[src/rtl/fetch_stage_pkg.sv]
// rtl/fetch_stage_pkg.sv - shared fetch constants, state encoding and IF/ID bundle
package fetch_stage_pkg;

  localparam int unsigned PC_W = 32;
  localparam logic [31:0] NOP_INSTR = 32'h0000_0013;

  typedef enum logic {
    FS_RUN  = 1'b0,
    FS_HALT = 1'b1
  } fetch_state_e;

  // IF/ID bundle, also consumed by decode
  typedef struct packed {
    logic [PC_W-1:0] pc;
    logic [31:0]     instr;
    logic            valid;
  } if_id_t;

endpackage

[src/rtl/fetch_stage_if_id_reg.sv]
// rtl/fetch_stage_if_id_reg.sv - IF/ID pipeline register with hold/bubble/load controls
module fetch_stage_if_id_reg
  import fetch_stage_pkg::*;
#(
  parameter logic [31:0] NOP = NOP_INSTR
) (
  input  logic   clk_i,
  input  logic   rst_i,
  input  logic   bubble_i,
  input  logic   load_i,
  input  if_id_t load_data_i,
  output if_id_t q_o
);

  if_id_t bubble_val;
  if_id_t ifid_q;

  assign bubble_val = '{pc: '0, instr: NOP, valid: 1'b0};

  // Reset and bubble both insert a NOP; load captures the fetched word; otherwise hold
  always_ff @(posedge clk_i) begin
    if (rst_i) begin
      ifid_q <= bubble_val;
    end else if (bubble_i) begin
      ifid_q <= bubble_val;
    end else if (load_i) begin
      ifid_q <= load_data_i;
    end
  end

  assign q_o = ifid_q;

endmodule

[src/rtl/fetch_stage.sv]
// rtl/fetch_stage.sv - RV32I instruction fetch stage: pc, redirect, stall, halt
module fetch_stage
  import fetch_stage_pkg::*;
#(
  parameter logic [31:0] RESET_PC  = 32'h0000_0000,
  parameter logic [31:0] NOP_INSTR = fetch_stage_pkg::NOP_INSTR
) (
  input  logic            clk,
  input  logic            rst,
  output logic [PC_W-1:0] imem_addr,
  input  logic [31:0]     imem_instr,
  input  logic            stall,
  input  logic            redirect,
  input  logic [PC_W-1:0] redirect_target,
  input  logic            halt_req,
  output logic [PC_W-1:0] if_id_pc,
  output logic [31:0]     if_id_instr,
  output logic            if_id_valid,
  output logic            fetch_misalign,
  output logic            halted,
  output logic [31:0]     fetch_count
);

  fetch_state_e    state_q;
  logic [PC_W-1:0] pc_q, pc_d;
  logic [31:0]     count_q, count_d;
  logic            misalign_q;
  logic            halted_q;

  logic   in_run;
  logic   do_redirect;
  logic   do_halt;
  logic   do_advance;
  if_id_t load_data;
  if_id_t ifid;

  // Priority decode: redirect > halt_req > stall > advance, only while running
  always_comb begin
    in_run      = (state_q == FS_RUN);
    do_redirect = in_run & redirect;
    do_halt     = in_run & ~redirect & halt_req;
    do_advance  = in_run & ~redirect & ~halt_req & ~stall;

    pc_d = pc_q;
    if (do_redirect) begin
      pc_d = {redirect_target[PC_W-1:2], 2'b00};
    end else if (do_advance) begin
      pc_d = pc_q + 32'd4;
    end

    count_d = count_q;
    if (do_advance) begin
      count_d = count_q + 32'd1;
    end

    load_data = '{pc: pc_q, instr: imem_instr, valid: 1'b1};
  end

  // Fetch state machine with registered pc, counter and status outputs
  always_ff @(posedge clk) begin
    if (rst) begin
      state_q    <= FS_RUN;
      pc_q       <= RESET_PC;
      count_q    <= '0;
      misalign_q <= 1'b0;
      halted_q   <= 1'b0;
    end else begin
      case (state_q)
        FS_RUN: begin
          pc_q       <= pc_d;
          count_q    <= count_d;
          misalign_q <= do_redirect & (|redirect_target[1:0]);
          if (do_halt) begin
            state_q  <= FS_HALT;
            halted_q <= 1'b1;
          end
        end
        FS_HALT: begin
          misalign_q <= 1'b0;
          halted_q   <= 1'b1;
        end
        default: begin
          state_q <= FS_RUN;
        end
      endcase
    end
  end

  // Bubble on redirect or halt entry; load only on a real advance so X on imem is ignored otherwise
  fetch_stage_if_id_reg #(
    .NOP (NOP_INSTR)
  ) u_if_id_reg (
    .clk_i       (clk),
    .rst_i       (rst),
    .bubble_i    (do_redirect | do_halt),
    .load_i      (do_advance),
    .load_data_i (load_data),
    .q_o         (ifid)
  );

  assign imem_addr      = pc_q;
  assign if_id_pc       = ifid.pc;
  assign if_id_instr    = ifid.instr;
  assign if_id_valid    = ifid.valid;
  assign fetch_misalign = misalign_q;
  assign halted         = halted_q;
  assign fetch_count    = count_q;

endmodule

[config.mk]
export PLATFORM = sky130hd
export DESIGN_NAME = fetch_stage
export DESIGN_NICKNAME = d
export VERILOG_FILES = /design/src/rtl/fetch_stage_pkg.sv /design/src/rtl/fetch_stage_if_id_reg.sv /design/src/rtl/fetch_stage.sv
export SDC_FILE = /design/constraint.sdc
export NUM_CORES = 1
export LEC_CHECK = 0
export ABC_AREA = 1
export CAP_MARGIN = 20
export CORE_MARGIN = 2
export CORE_UTILIZATION = 37
export CTS_CLUSTER_DIAMETER = 150
export CTS_CLUSTER_SIZE = 16
export DETAILED_ROUTE_END_ITERATION = 16
export DONT_BUFFER_PORTS = 1
export GPL_TIMING_DRIVEN = 0
export PLACE_DENSITY = 0.62
export SLEW_MARGIN = 20
export SYNTH_ARGS = -nofsm -noshare
export SYNTH_HDL_FRONTEND = slang
export SYNTH_SLANG_ARGS = --single-unit
[constraint.sdc]
create_clock -name clk -period 2.1 [get_ports clk]
set_input_delay 0.21 -clock clk [delete_from_list [all_inputs] [get_ports clk]]
set_output_delay 0.21 -clock clk [all_outputs]
set_load 0.02 [all_outputs]
=== Word level (Yosys, flattened, before mapping) ===
Cells that the tools add are included.

* Register bits after elaboration: 132
* Input bits: 69
* Output and inout bits: 131
* Word-level logic and storage cells: 34

* $add $sub $neg: 2
* Equality and inequality tests: 1
* Mux-type cells: 7
* Bitwise operators: 11
* Reduce and logical (&&, ||, !) cells: 5

{| class="wikitable"
|+ Operators by type and width
! operator !! number
|-
| 32-bit two-way mux || 2
|-
| 32-bit by 1-bit adder with 32-bit output, second input constant || 1
|-
| 32-bit by 3-bit adder with 32-bit output, second input constant || 1
|-
| 1-bit bitwise AND || 6
|-
| 1-bit inverter || 4
|-
| 1-bit one-hot mux with 2 select lines || 2
|-
| 2-bit AND reduction || 2
|-
| 2-bit OR reduction || 2
|-
| 1-bit two-way mux || 3
|-
| 2-bit by 1-bit != test with 1-bit output, second input constant || 1
|-
| 2-bit nonzero test || 1
|-
| 1-bit OR || 1
|}

=== Depth between registers and ports, before layout ===
Gate-level depths: netlist of run 1.

* Depth in word-level cells: 6
* Depth in mapped cells: 11
* Mapped depth without buffers: 11

=== Modules after synthesis ===
A second synthesis of run 1 with hierarchy kept.

* Cell total of the unflattened synthesis: 1084
* Area, all modules: 6661.4 sq um

{| class="wikitable"
|+ Modules (own cells, without submodules)
! module !! instances !! cells each !! area an instance (sq um) !! seq. area each (sq um)
|-
| fetch_stage || 1 || 677 || 4007.6 || 1301.2
|-
| fetch_stage_if_id_reg || 1 || 407 || 2653.8 || 1301.2
|}

=== Worst setup path before layout of run 1 ===
OpenSTA, ideal clock, no wires.

* Path type: register to register
* Start point: reg pc_q[3], in the netlist imem_addr[3]
* End point: reg pc_q[12], in the netlist imem_addr[12]
* Setup time: 0.110 ns
* Arrival: 1.561 ns
* Data required time: 1.990 ns
* Setup slack: 0.430 ns
* Stages on the path, launching flop included: 11
* Buffers on the path: 0
* Period minus slack after synthesis: 1.670 ns
* Cells stage by stage: dfxtp_1 -> ha_1 -> nand3_2 -> nor2_1 -> nand2_1 -> inv_1 -> nand2_1 -> o21bai_1 -> nand3_1 -> nand2_1 -> inv_1

* Word-level cells in the longest chain between the ends: 3

{| class="wikitable"
|+ RTL lines
! what !! RTL line !! text
|-
| start, declared || fetch_stage.sv:25 || <nowiki>logic [PC_W-1:0] pc_q, pc_d;</nowiki>
|-
| start signal, assigned || fetch_stage.sv:70 || <nowiki>pc_q <= pc_d;</nowiki>
|-
| 32-bit by 3-bit adder with 32-bit output || fetch_stage.sv:48 || <nowiki>pc_d = pc_q + 32'd4;</nowiki>
|-
| 32-bit two-way mux || fetch_stage.sv:47 || <nowiki>end else if (do_advance) begin</nowiki>
|-
| 32-bit two-way mux || fetch_stage.sv:45 || <nowiki>if (do_redirect) begin</nowiki>
|}

Every way passes these cells. The select of a mux whose other input is x is not followed.
A chain may end at the register's enable or synchronous reset.

=== Worst setup path in the final report of run 1 ===
* Start point: reg pc_q[9], in the netlist imem_addr[9]
* End point: reg pc_q[23], in the netlist imem_addr[23]

Same word-level chain as after synthesis.

==> results of run 1 <==
==> cell families (layout without fill, tap and decap cells) <==
logic type / after synthesis / in the layout / share of synthesized area [%]
adder cells (fa/ha/maj): 2 / 2 / 0.401
AO/OA/AOI/OAI: 150 / 150 / 12.6
XOR/XNOR: 10 / 10 / 1.40
buffers and inverters: 112 / 182 / 7.67
flip-flops: 128 / 128 / 41.0
AND/OR/NAND/NOR: 542 / 542 / 36.8
other: 1 / 5 / 0.0601
==> Yosys cell counts, drive strengths merged (2+ instances only) <==
master  count
nand4       9
buf        25
inv        71
nand3b      4
dfxtp     128
o21ai      54
clkbuf     16
o211ai      9
a31oi       2
nand3      59
nor2      143
a21oi      80
and2        2
nor3        7
xnor2       3
xor2        7
o22ai       2
ha          2
o21bai      2
nand2     317
==> critical path: stages, from the launching register on <==
cell and delay, ns:
dfxtp_1 0.59, nand2_1 0.19, nor2_1 0.30, nand2_1 0.10, nor2_2 0.25, nand2_1 0.09, nand2_1 0.06, nand3_1 0.07
nand2_1 0.07, a21oi_1 0.06
==> flip-flops by register name (all words and copies together), names as in the netlist <==
| name | cells |
|---|---|
| fetch_count | 32 |
| imem_addr | 30 |
| fetch_misalign | 1 |
| state_q | 1 |
| u_if_id_reg.q_o | 63 |
| halted | 1 |
==> per-layer routing <==
metal  global-route usage, %  part of all wire (%)  up-vias
met3                    8.81                   9.4       40
li1                        -                     -     3143
met4                    9.69                   2.6        0
met1                    26.9                    41     2841
met2                    38.8                    47      231
met5                       0                     0        -
==> timing repair <==
action	CTS	global route
hold buffers	38	0
resized for setup	2	4
setup endpoints to repair	1	5
gates cloned	0	0
hold endpoints to repair	38	0
==> cell usage in the layout (no fill, tap or decap), drive strengths merged, types with 2 or more instances in the layout <==
cell	netlist	layout
nand4	9	9
and2	2	2
conb	1	4
ha	2	2
o211ai	9	9
nor3	7	7
inv	71	81
dfxtp	128	128
o22ai	2	2
clkbuf	16	33
nand3b	4	4
nand3	59	59
a31oi	2	2
buf	25	25
a21oi	80	80
o21ai	54	54
nand2	317	317
clkinvlp	0	4
xor2	7	7
xnor2	3	3
o21bai	2	2
nor2	143	143
dlygate4sd3	0	38
==> how the worst max path moves through the flow <==
stage	start	endpoint	cells past startpoint
2_1_floorplan	imem_addr[3]$_SDFFE_PP0P_	imem_addr[12]$_SDFFE_PP0P_	10
3_3_place_gp	imem_addr[3]$_SDFFE_PP0P_	imem_addr[18]$_SDFFE_PP0P_	10
3_5_place_dp	imem_addr[3]$_SDFFE_PP0P_	imem_addr[18]$_SDFFE_PP0P_	10
4_1_cts	imem_addr[3]$_SDFFE_PP0P_	imem_addr[18]$_SDFFE_PP0P_	10
5_1_grt	fetch_count[1]$_SDFFE_PP0P_	fetch_count[20]$_SDFFE_PP0P_	10
6_report	imem_addr[9]$_SDFFE_PP0P_	imem_addr[23]$_SDFFE_PP0P_	9
==> power by group through the flow <==
stage | combinational (mW) | sequential (mW) | clock (mW)
after detailed placement | 0.423 | 2.74 | 0
after floorplan | 0.312 | 2.69 | 0
after CTS | 0.485 | 2.68 | 2.88
after global placement | 0.421 | 2.74 | 0
after global routing | 0.543 | 2.70 | 3.00
final | 0.487 | 2.69 | 2.83
==> through the flow <==
stage | instance area, um2 | hold WS, ns | setup slack, ns
final | 7490 | -0.00712 | 0.168
after global routing | 7490 | 0.0140 | 0.0606
after CTS | 7480 | 0.000514 | 0.0571
after detailed placement | 6530 | 0.346 | -0.0815
after global placement | 6530 | 0.342 | -0.0817
after floorplan | 6260 | 0.337 | 0.430
==> final cells by class <==
| type | instances | area [um2] | share of cell area [%] |
|---|---|---|---|
| Antenna cell | 1 | 2.50 | 0.0334 |
| Buffer | 41 | 213 | 2.84 |
| Clock buffer | 17 | 425 | 5.68 |
| Clock inverter | 15 | 139 | 1.85 |
| Inverter | 71 | 267 | 3.56 |
| Multi-Input combinational cell | 708 | 3220 | 43.0 |
| Sequential cell | 128 | 2570 | 34.3 |
| Tap cell | 220 | 275 | 3.68 |
| Timing Repair Buffer | 38 | 380 | 5.08 |
==> reports/metrics.csv, run 1 <==
metric,value,unit
fin. max-slew vios,0,
tightest hold margin,-0.00712,ns
P_int,4.24,mW
Hold Path Class,in2reg,
maxcap violations,0,
post-CTS setup buffers,0,
Hold Crit Endpoint,fetch_misalign$_SDFF_PP0_,
combinational power share,8.1,%
first-pass GRT wire length,32600,um
Worst Path Max Fanout,5,
Fillers,1687,
setup_tns,0,ns
Initial DRC Count,314,
drc violations,0,
worst-margin pin slew,0.628,ns
Num Clock Sinks,128,
Synth Flop Type,dfxtp_1,
CTS Buf Count,17,
Final nets,1076,
Post-Syn Instances,945,
sequential share of the synthesized area,41.0,%
worst hold path startpoint,redirect_target[0],
Pleak,2.81,nW
register share of total power,44.7,%
distinct cell type count after synthesis,36,
gr ovfl total,0,
post-synth top area share,41.0,%
Placer Congestion,0.886,
HPWL Detailed,15500,um
pin count of the biggest net entering global routing,17,
Pre-Repair DR Iteration Count,8,
H-tree levels,4,
clock network fraction of design power,47.2,%
share of cells above drive strength 1,9.14,%
Fmax,518,MHz
Pwr Total,6.01,mW
Die H,134,um
Initial Util,37.8,%
Placed Instances,1168,
synth top area cells,"dfxtp_1, nand2_1, nor2_1",
CTS tree,done,
Critical Path RT,2.39,ns
normalized max-slew margin,58.1,%
DR vias/cell,5.05,
R2R setup slack,0.17,ns
Tot GR Track Use,23.3,%
core box area,16500,um2
Synth Area per Inst,6.61,um2
WL per Instance,16.8,um
initial antenna violation count,1,
Final min period,1.93,ns
Peak VDD IR,0.595,mV
mapped cell area,6240,um2
Tcrit/Tclk final,92.0,%
Clock Latency Late Sink,0.42,ns
Area Growth Syn to Fin,19.9,%
Crit path arrival time,2.22,ns
Antenna Nets Post-Route,0,
std cell rows,47,
synthesized flop and latch total,128,
Yosys Warn Count,0,
Layout Cells excl Fill,1239,
RSZ-0062 raised after global routing,no,
I/O pin count,200,
asr flop ratio synth,0,%
Final setup viols,0,
reg2reg path depth,9,
Die ar.,17900,um2
RR Endpoint,imem_addr[23]$_SDFFE_PP0P_,
"CTS clk-pin slew, worst paths",0.07,ns
IO Port Bufs,0,
leading area contributor after synthesis,dfxtp_1,
Final Hold Viols,1,
clk_skew,0.00662,ns
Sw Pwr,1.76,mW
Die W,134,um
WHS Path Cells,2,
clk root buf,clkbuf_16,
failing checks,hold timing,
status,finished with violations,
Critical Path End Type,flop,
clock tree buffer depth,2,
WS Path Type,reg2reg,
number of flops mapped to enable cells by yosys,0,
CP Launch Type,flop,
WL final,20800,um
worst r2r src,imem_addr[9]$_SDFFE_PP0P_,
Final Core Density,45.3,%
switch share,29.4,%
vias in the first global route,6098,
vias post-DR,6255,
power per cell area,802,nW/um2
No activity file was read; power rests on OpenSTA's default activity.
==> run 2, diff against run 1 <==
--- a/config.mk
+++ b/config.mk
@@ -6,7 +6,9 @@
 export NUM_CORES = 1
 export LEC_CHECK = 0
 export ABC_AREA = 1
+export ABC_CLOCK_PERIOD_IN_PS = 2100
 export CAP_MARGIN = 20
+export CORE_ASPECT_RATIO = 1.75
 export CORE_MARGIN = 2
 export CORE_UTILIZATION = 37
 export CTS_CLUSTER_DIAMETER = 150
==> run 2 against run 1 <==
The run now ends clean. Flip-flop and latch count stayed put. Via count grew 2.7%. Register-to-register slack improved by 0.02 ns. Sequential power about the same. Non-clock buffer count increased by 2. Routed wire length grew 11%. Cell count grew 0.32%. Worst hold slack better by 0.025 ns. Clock skew grew 0.0040 ns. Global-route usage is 2.3 points higher. Maximum frequency rose by 0.87%. Largest cell class unchanged. Largest power group unchanged. Highest routed layer unchanged.
==> reports/metrics.csv, run 2 (synthesis results as in run 1) <==
metric,value,unit,change
DR vias/cell,5.17,,+2.4%
CTS Buf Count,17,,unchanged
share of cells above drive strength 1,8.93,%,-0.21 points
"critical path, cell by cell",nand2_1 -> nor2_1 -> nand2_1 -> nor2_2 -> nand3_1 -> nand3_1 -> nand3_1 -> nand2_1 -> inv_1,,
Final min period,1.92,ns,-0.0166 ns
clk_skew,0.0106,ns,+0.00402 ns
Final setup viols,0,,unchanged
power per cell area,814,nW/um2,+1.4%
cell family with the largest share of critical-path delay,simple AND/OR/NAND/NOR gates,,
worst-margin pin slew,0.731,ns,+0.103 ns
Placed Instances,1172,,+0.34%
Die ar.,18000,um2,+0.23%
vias post-DR,6425,,+2.7%
highest-delay cell along the critical path,dfxtp_1,,
Pwr Total,6.12,mW,+1.9%
RSZ-0062 raised after global routing,no,,
Final nets,1078,,+0.19%
initial antenna violation count,0,,-1
Critical Path RT,2.41,ns,+0.02 ns
vias in the first global route,6328,,+3.8%
fin. max-slew vios,0,,unchanged
crit path capture,imem_addr[15]$_SDFFE_PP0P_,,
Buf/Inv on CP,1,,+1
Antenna Nets Post-Route,0,,unchanged
stages on the worst setup path,9,,unchanged
WL final,23100,um,+11%
RR Endpoint,imem_addr[15]$_SDFFE_PP0P_,,
I/O pin count,200,,unchanged
Pre-Repair DR Iteration Count,5,,-3
Placer Congestion,0.958,,+8.1%
Die H,176,um,+31%
drc violations,0,,unchanged
HPWL Detailed,17800,um,+15%
Area Growth Syn to Fin,20.5,%,
Crit path arrival time,2.23,ns,about the same
Worst Path Max Fanout,5,,unchanged
"commonest cells after routing, fill and taps aside","nand2_1, nor2_1, dfxtp_1",,
CP Launch Type,flop,,
IO Port Bufs,0,,unchanged
WL per Instance,18.6,um,+11%
Initial Util,38.0,%,+0.18 points
status,completed,,
max reg flops,63,,unchanged
gr ovfl total,0,,unchanged
R2R setup slack,0.18,ns,+0.02 ns
Layout Cells excl Fill,1243,,+0.32%
Hold Path Class,in2reg,,
Pleak,2.82,nW,+0.42%
worst r2r src,imem_addr[9]$_SDFFE_PP0P_,,
CTS tree,done,,
"CTS clk-pin slew, worst paths",0.06,ns,about the same
critical path's largest stage delay,0.58,ns,about the same
normalized max-slew margin,51.3,%,-6.9 points
std cell rows,62,,+32%
Tcrit/Tclk final,91.2,%,-0.79 points
Num Clock Sinks,128,,unchanged
core box area,16400,um2,-0.48%
Fmax,522,MHz,+0.87%
first-pass GRT wire length,34200,um,+5.1%
clock tree buffer depth,2,,unchanged
Clock Latency Late Sink,0.42,ns,about the same
maxcap violations,0,,unchanged
Initial DRC Count,161,,-49%
WS Path Type,reg2reg,,
Tot GR Track Use,25.6,%,+2.3 points
"most common cell after layout, fill and taps aside",nand2_1,,
Critical Path End Type,flop,,
Setup crit start,imem_addr[9]$_SDFFE_PP0P_,,
Peak VDD IR,0.531,mV,-11%
pin count of the biggest net entering global routing,17,,unchanged
n_diodes,0,,-1
Final Hold Viols,0,,-1
Die W,102,um,-24%
H-tree levels,4,,unchanged
reg2reg path depth,9,,unchanged
clk root buf,clkbuf_16,,
-- run 2: cell count changes in the layout (fill, tap and decap cells not counted), sizes merged --
cell / delta
inv: -8
bufinv: +2
clkinvlp: +1
diode: -1
clkinv: +3
clkbuf: +1
dlygate4sd3: +2
-- run 2: worst min-delay path: cells and delay by family --
| family | cells | cell delay [ns] |
|---|---|---|
| buf+inv | 1 | 0.04 |
| simple gates | 3 | 0.16 |
-- run 2: final cells by class --
type,count,area [um2]
Fill cell,1762,8920
Multi-Input combinational cell,708,3220
Sequential cell,128,2570
Clock buffer,18,439
Timing Repair Buffer,40,400
Tap cell,224,280
Inverter,71,267
Buffer,41,213
Clock inverter,13,139
-- run 2: how the worst min path moves through the flow --
stage | start | endpoint | slack [ns] | depth (start not counted)
floorplan | imem_instr[0] | u_if_id_reg.q_o[1]$_SDFFE_PP1P_ | 0.34 | 2
global placement | imem_instr[4] | u_if_id_reg.q_o[5]$_SDFFE_PP1P_ | 0.34 | 2
detailed placement | imem_instr[4] | u_if_id_reg.q_o[5]$_SDFFE_PP1P_ | 0.35 | 2
CTS | redirect_target[31] | imem_addr[31]$_SDFFE_PP0P_ | 0.01 | 4
global route | redirect_target[25] | imem_addr[25]$_SDFFE_PP0P_ | 0.03 | 4
finish | redirect_target[12] | imem_addr[12]$_SDFFE_PP0P_ | 0.02 | 4
-- run 2: layer usage --
metal	track usage (%)	part of all wire (%)	vias to the layer above
met5	0	0	-
met4	17.2	6.4	0
met3	7.32	6.9	93
met2	47.8	55	253
met1	22.8	32	2931
li1	-	-	3148
-- run 2: through the flow --
step	hold WS, ns	setup TNS [ns]	area (um2)	utilization [%]	worst slack [ns]
final	0.0179	0	7520	45.7	0.185
after global routing	0.0258	0	7520	45.7	0.0284
after CTS	0.00997	0	7520	45.7	0.0473
after detailed placement	0.351	-0.118	6540	39.7	-0.0634
after global placement	0.340	-0.0940	6540	39.7	-0.0518
after floorplan	0.337	0	6260	-	0.430
-- run 2: what timing repair did --
action	in CTS	in global routing
hold endpoints to repair	39	0
pin swaps	0	0
setup buffers	0	0
gates resized for setup	2	3
endpoints found under the setup margin	3	8
hold buffers	40	0
-- run 2: power breakdown --
group	leakage (nW)	internal [mW]	switching, mW
registers	1.04	2.50	0.188
clock network	0.271	1.77	1.16
logic	1.51	0.180	0.318
total	2.82	4.45	1.67
==> run 3, diff against run 2 <==
--- a/config.mk
+++ b/config.mk
@@ -16,8 +16,9 @@
 export DETAILED_ROUTE_END_ITERATION = 16
 export DONT_BUFFER_PORTS = 1
 export GPL_TIMING_DRIVEN = 0
+export HOLD_SLACK_MARGIN = 0.12
 export PLACE_DENSITY = 0.62
-export SLEW_MARGIN = 20
+export SLEW_MARGIN = 10
 export SYNTH_ARGS = -nofsm -noshare
 export SYNTH_HDL_FRONTEND = slang
 export SYNTH_SLANG_ARGS = --single-unit
==> run 3 against run 2 <==
Critical path depth unchanged. Routed wire length up 1.1%. Worst setup slack worse by 0.016 ns. Via count up 1.3%. Die area unchanged. Power up 0.82%. Global-route usage up 0.21 points. Flip-flop and latch count unchanged. Combinational power up 7.4%. Utilization up 1.4 points. Non-clock buffer count up 23. Cell count up 1.9%. Critical endpoint unchanged. Largest cell class unchanged.
==> reports/metrics.csv, run 3 (synthesis results as in run 1) <==
metric,value,unit,change
status,completed,,
CTS tree,done,,
clk_skew,0.0106,ns,-0.0000509 ns
register share of total power,43.6,%,-0.3 points
Initial DRC Count,171,,+6.2%
share of cells above drive strength 1,8.73,%,-0.20 points
Fillers,1739,,-1.3%
WS Path Type,reg2reg,,
Sw Pwr,1.69,mW,+1.3%
Tot GR Track Use,25.8,%,+0.21 points
power per cell area,796,nW/um2,-2.2%
combinational power share,8.7,%,+0.6 points
CP Launch Type,flop,,
clock tree buffer depth,2,,unchanged
std cell rows,62,,unchanged
pin count of the biggest net entering global routing,17,,unchanged
Antenna Nets Post-Route,0,,unchanged
max reg flops,63,,unchanged
Area Growth Syn to Fin,24.1,%,
HPWL Detailed,17800,um,unchanged
drc violations,0,,unchanged
IO Port Bufs,0,,unchanged
maxcap violations,0,,unchanged
Initial Util,38.0,%,unchanged
Final nets,1101,,+2.1%
Placer Congestion,0.958,,unchanged
Tcrit/Tclk final,92.0,%,+0.77 points
P_int,4.48,mW,+0.63%
post-CTS setup buffers,0,,unchanged
"commonest cells after routing, fill and taps aside","nand2_1, nor2_1, dfxtp_1",,
Critical Path End Type,flop,,
clk root buf,clkbuf_16,,
Clock Latency Late Sink,0.43,ns,about the same
Peak VDD IR,0.532,mV,about the same
CTS Buf Count,17,,unchanged
fin. max-slew vios,0,,unchanged
Die H,176,um,unchanged
first-pass GRT wire length,34600,um,+1.1%
"most common cell after layout, fill and taps aside",nand2_1,,
Die W,102,um,unchanged
vias in the first global route,6437,,+1.7%
Fmax,518,MHz,-0.84%
Pleak,2.91,nW,+3.4%
normalized max-slew margin,50.4,%,-0.84 points
Die ar.,18000,um2,unchanged
"critical path, cell by cell",nand2_1 -> nor2_1 -> nand2_1 -> nor2_2 -> nand3_1 -> nand3_1 -> nand3_1 -> nand2_1 -> inv_1,,
clock network fraction of design power,47.7,%,-0.2 points
critical path's largest stage delay,0.58,ns,about the same
pre-CTS setup slack,-0.0634,ns,unchanged
"CTS clk-pin slew, worst paths",0.06,ns,about the same
gr ovfl total,0,,unchanged
WL per Instance,18.4,um,-0.72%
n_diodes,0,,unchanged
final worst slack,0.168,ns,-0.0162 ns
Buf/Inv on CP,1,,unchanged
core box area,16400,um2,unchanged
worst-margin pin slew,0.744,ns,+0.0127 ns
Pre-Repair DR Iteration Count,5,,unchanged
WL final,23400,um,+1.1%
Crit path arrival time,2.25,ns,+0.02 ns
Final setup viols,0,,unchanged
H-tree levels,4,,unchanged
initial antenna violation count,0,,unchanged
Final min period,1.93,ns,+0.0162 ns
switch share,27.4,%,+0.14 points
Worst Path Max Fanout,5,,unchanged
Critical Path RT,2.41,ns,about the same
vias post-DR,6508,,+1.3%
DR vias/cell,5.14,,-0.55%
Hold Path Class,in2reg,,
highest-delay cell along the critical path,dfxtp_1,,
cell family with the largest share of critical-path delay,simple AND/OR/NAND/NOR gates,,
Num Clock Sinks,128,,unchanged
I/O pin count,200,,unchanged
setup_tns,0,ns,unchanged
Final Hold Viols,0,,unchanged
RSZ-0062 raised after global routing,no,,
[run 3: final cells by class]
type	instances	area (um2)	area share (%)
Buffer	41	213	2.74
Clock buffer	18	439	5.66
Clock inverter	13	139	1.79
Inverter	71	267	3.44
Multi-Input combinational cell	708	3220	41.5
Sequential cell	128	2570	33.1
Tap cell	224	280	3.62
Timing Repair Buffer	63	631	8.13
[run 3: routing by layer]
metal | global-route usage (%) | up-vias | wire (um)
met4 | 16.9 | 0 | 1440
met5 | 0 | - | 0
li1 | - | 3189 | -
met1 | 23.0 | 2995 | 7670
met3 | 7.32 | 91 | 1480
met2 | 48.4 | 233 | 12800
[run 3: power groups by stage]
stage                     sequential, mW  combinational, mW  clock (mW)
after detailed placement            2.74              0.436           0
final                               2.69              0.536        2.95
after global placement              2.74              0.433           0
after floorplan                     2.69              0.312           0
after global routing                2.70              0.593        3.10
after CTS                           2.69              0.536        3.00
[run 3: repair_timing]
item	4_1_cts	5_1_grt
gates cloned	0	0
resized for setup	2	3
hold buffers	63	0
endpoints found under the hold margin	62	0
pin swaps	0	0
setup endpoints to repair	3	8
[run 3: per-stage QoR]
step	utilization [%]	instance area (um2)	total power, mW	hold WS [ns]	instances
floorplan	-	6260	3.01	0.337	948
global placement	39.7	6540	3.17	0.340	1172
detailed placement	39.7	6540	3.17	0.351	1172
CTS	47.1	7750	6.22	0.131	1266
global route	47.1	7750	6.38	0.166	1266
finish	47.1	7750	6.17	0.144	1266
[run 3: final timing paths]
path / slack (ns) / start / endpoint / cells after the start
hold / removal: 0.14 / stall / imem_addr[15]$_SDFFE_PP0P_ / 6
setup / recovery: 0.17 / imem_addr[9]$_SDFFE_PP0P_ / imem_addr[15]$_SDFFE_PP0P_ / 9
hold reg to reg: 0.57 / u_if_id_reg.q_o[10]$_SDFFE_PP0P_ / u_if_id_reg.q_o[10]$_SDFFE_PP0P_ / 2
setup reg to reg: 0.17 / imem_addr[9]$_SDFFE_PP0P_ / imem_addr[15]$_SDFFE_PP0P_ / 9
[run 3: worst min-delay path: cells and delay by family]
family | cells | cell delay (ns)
simple gates | 5 | 0.27
buf+inv | 1 | 0.04
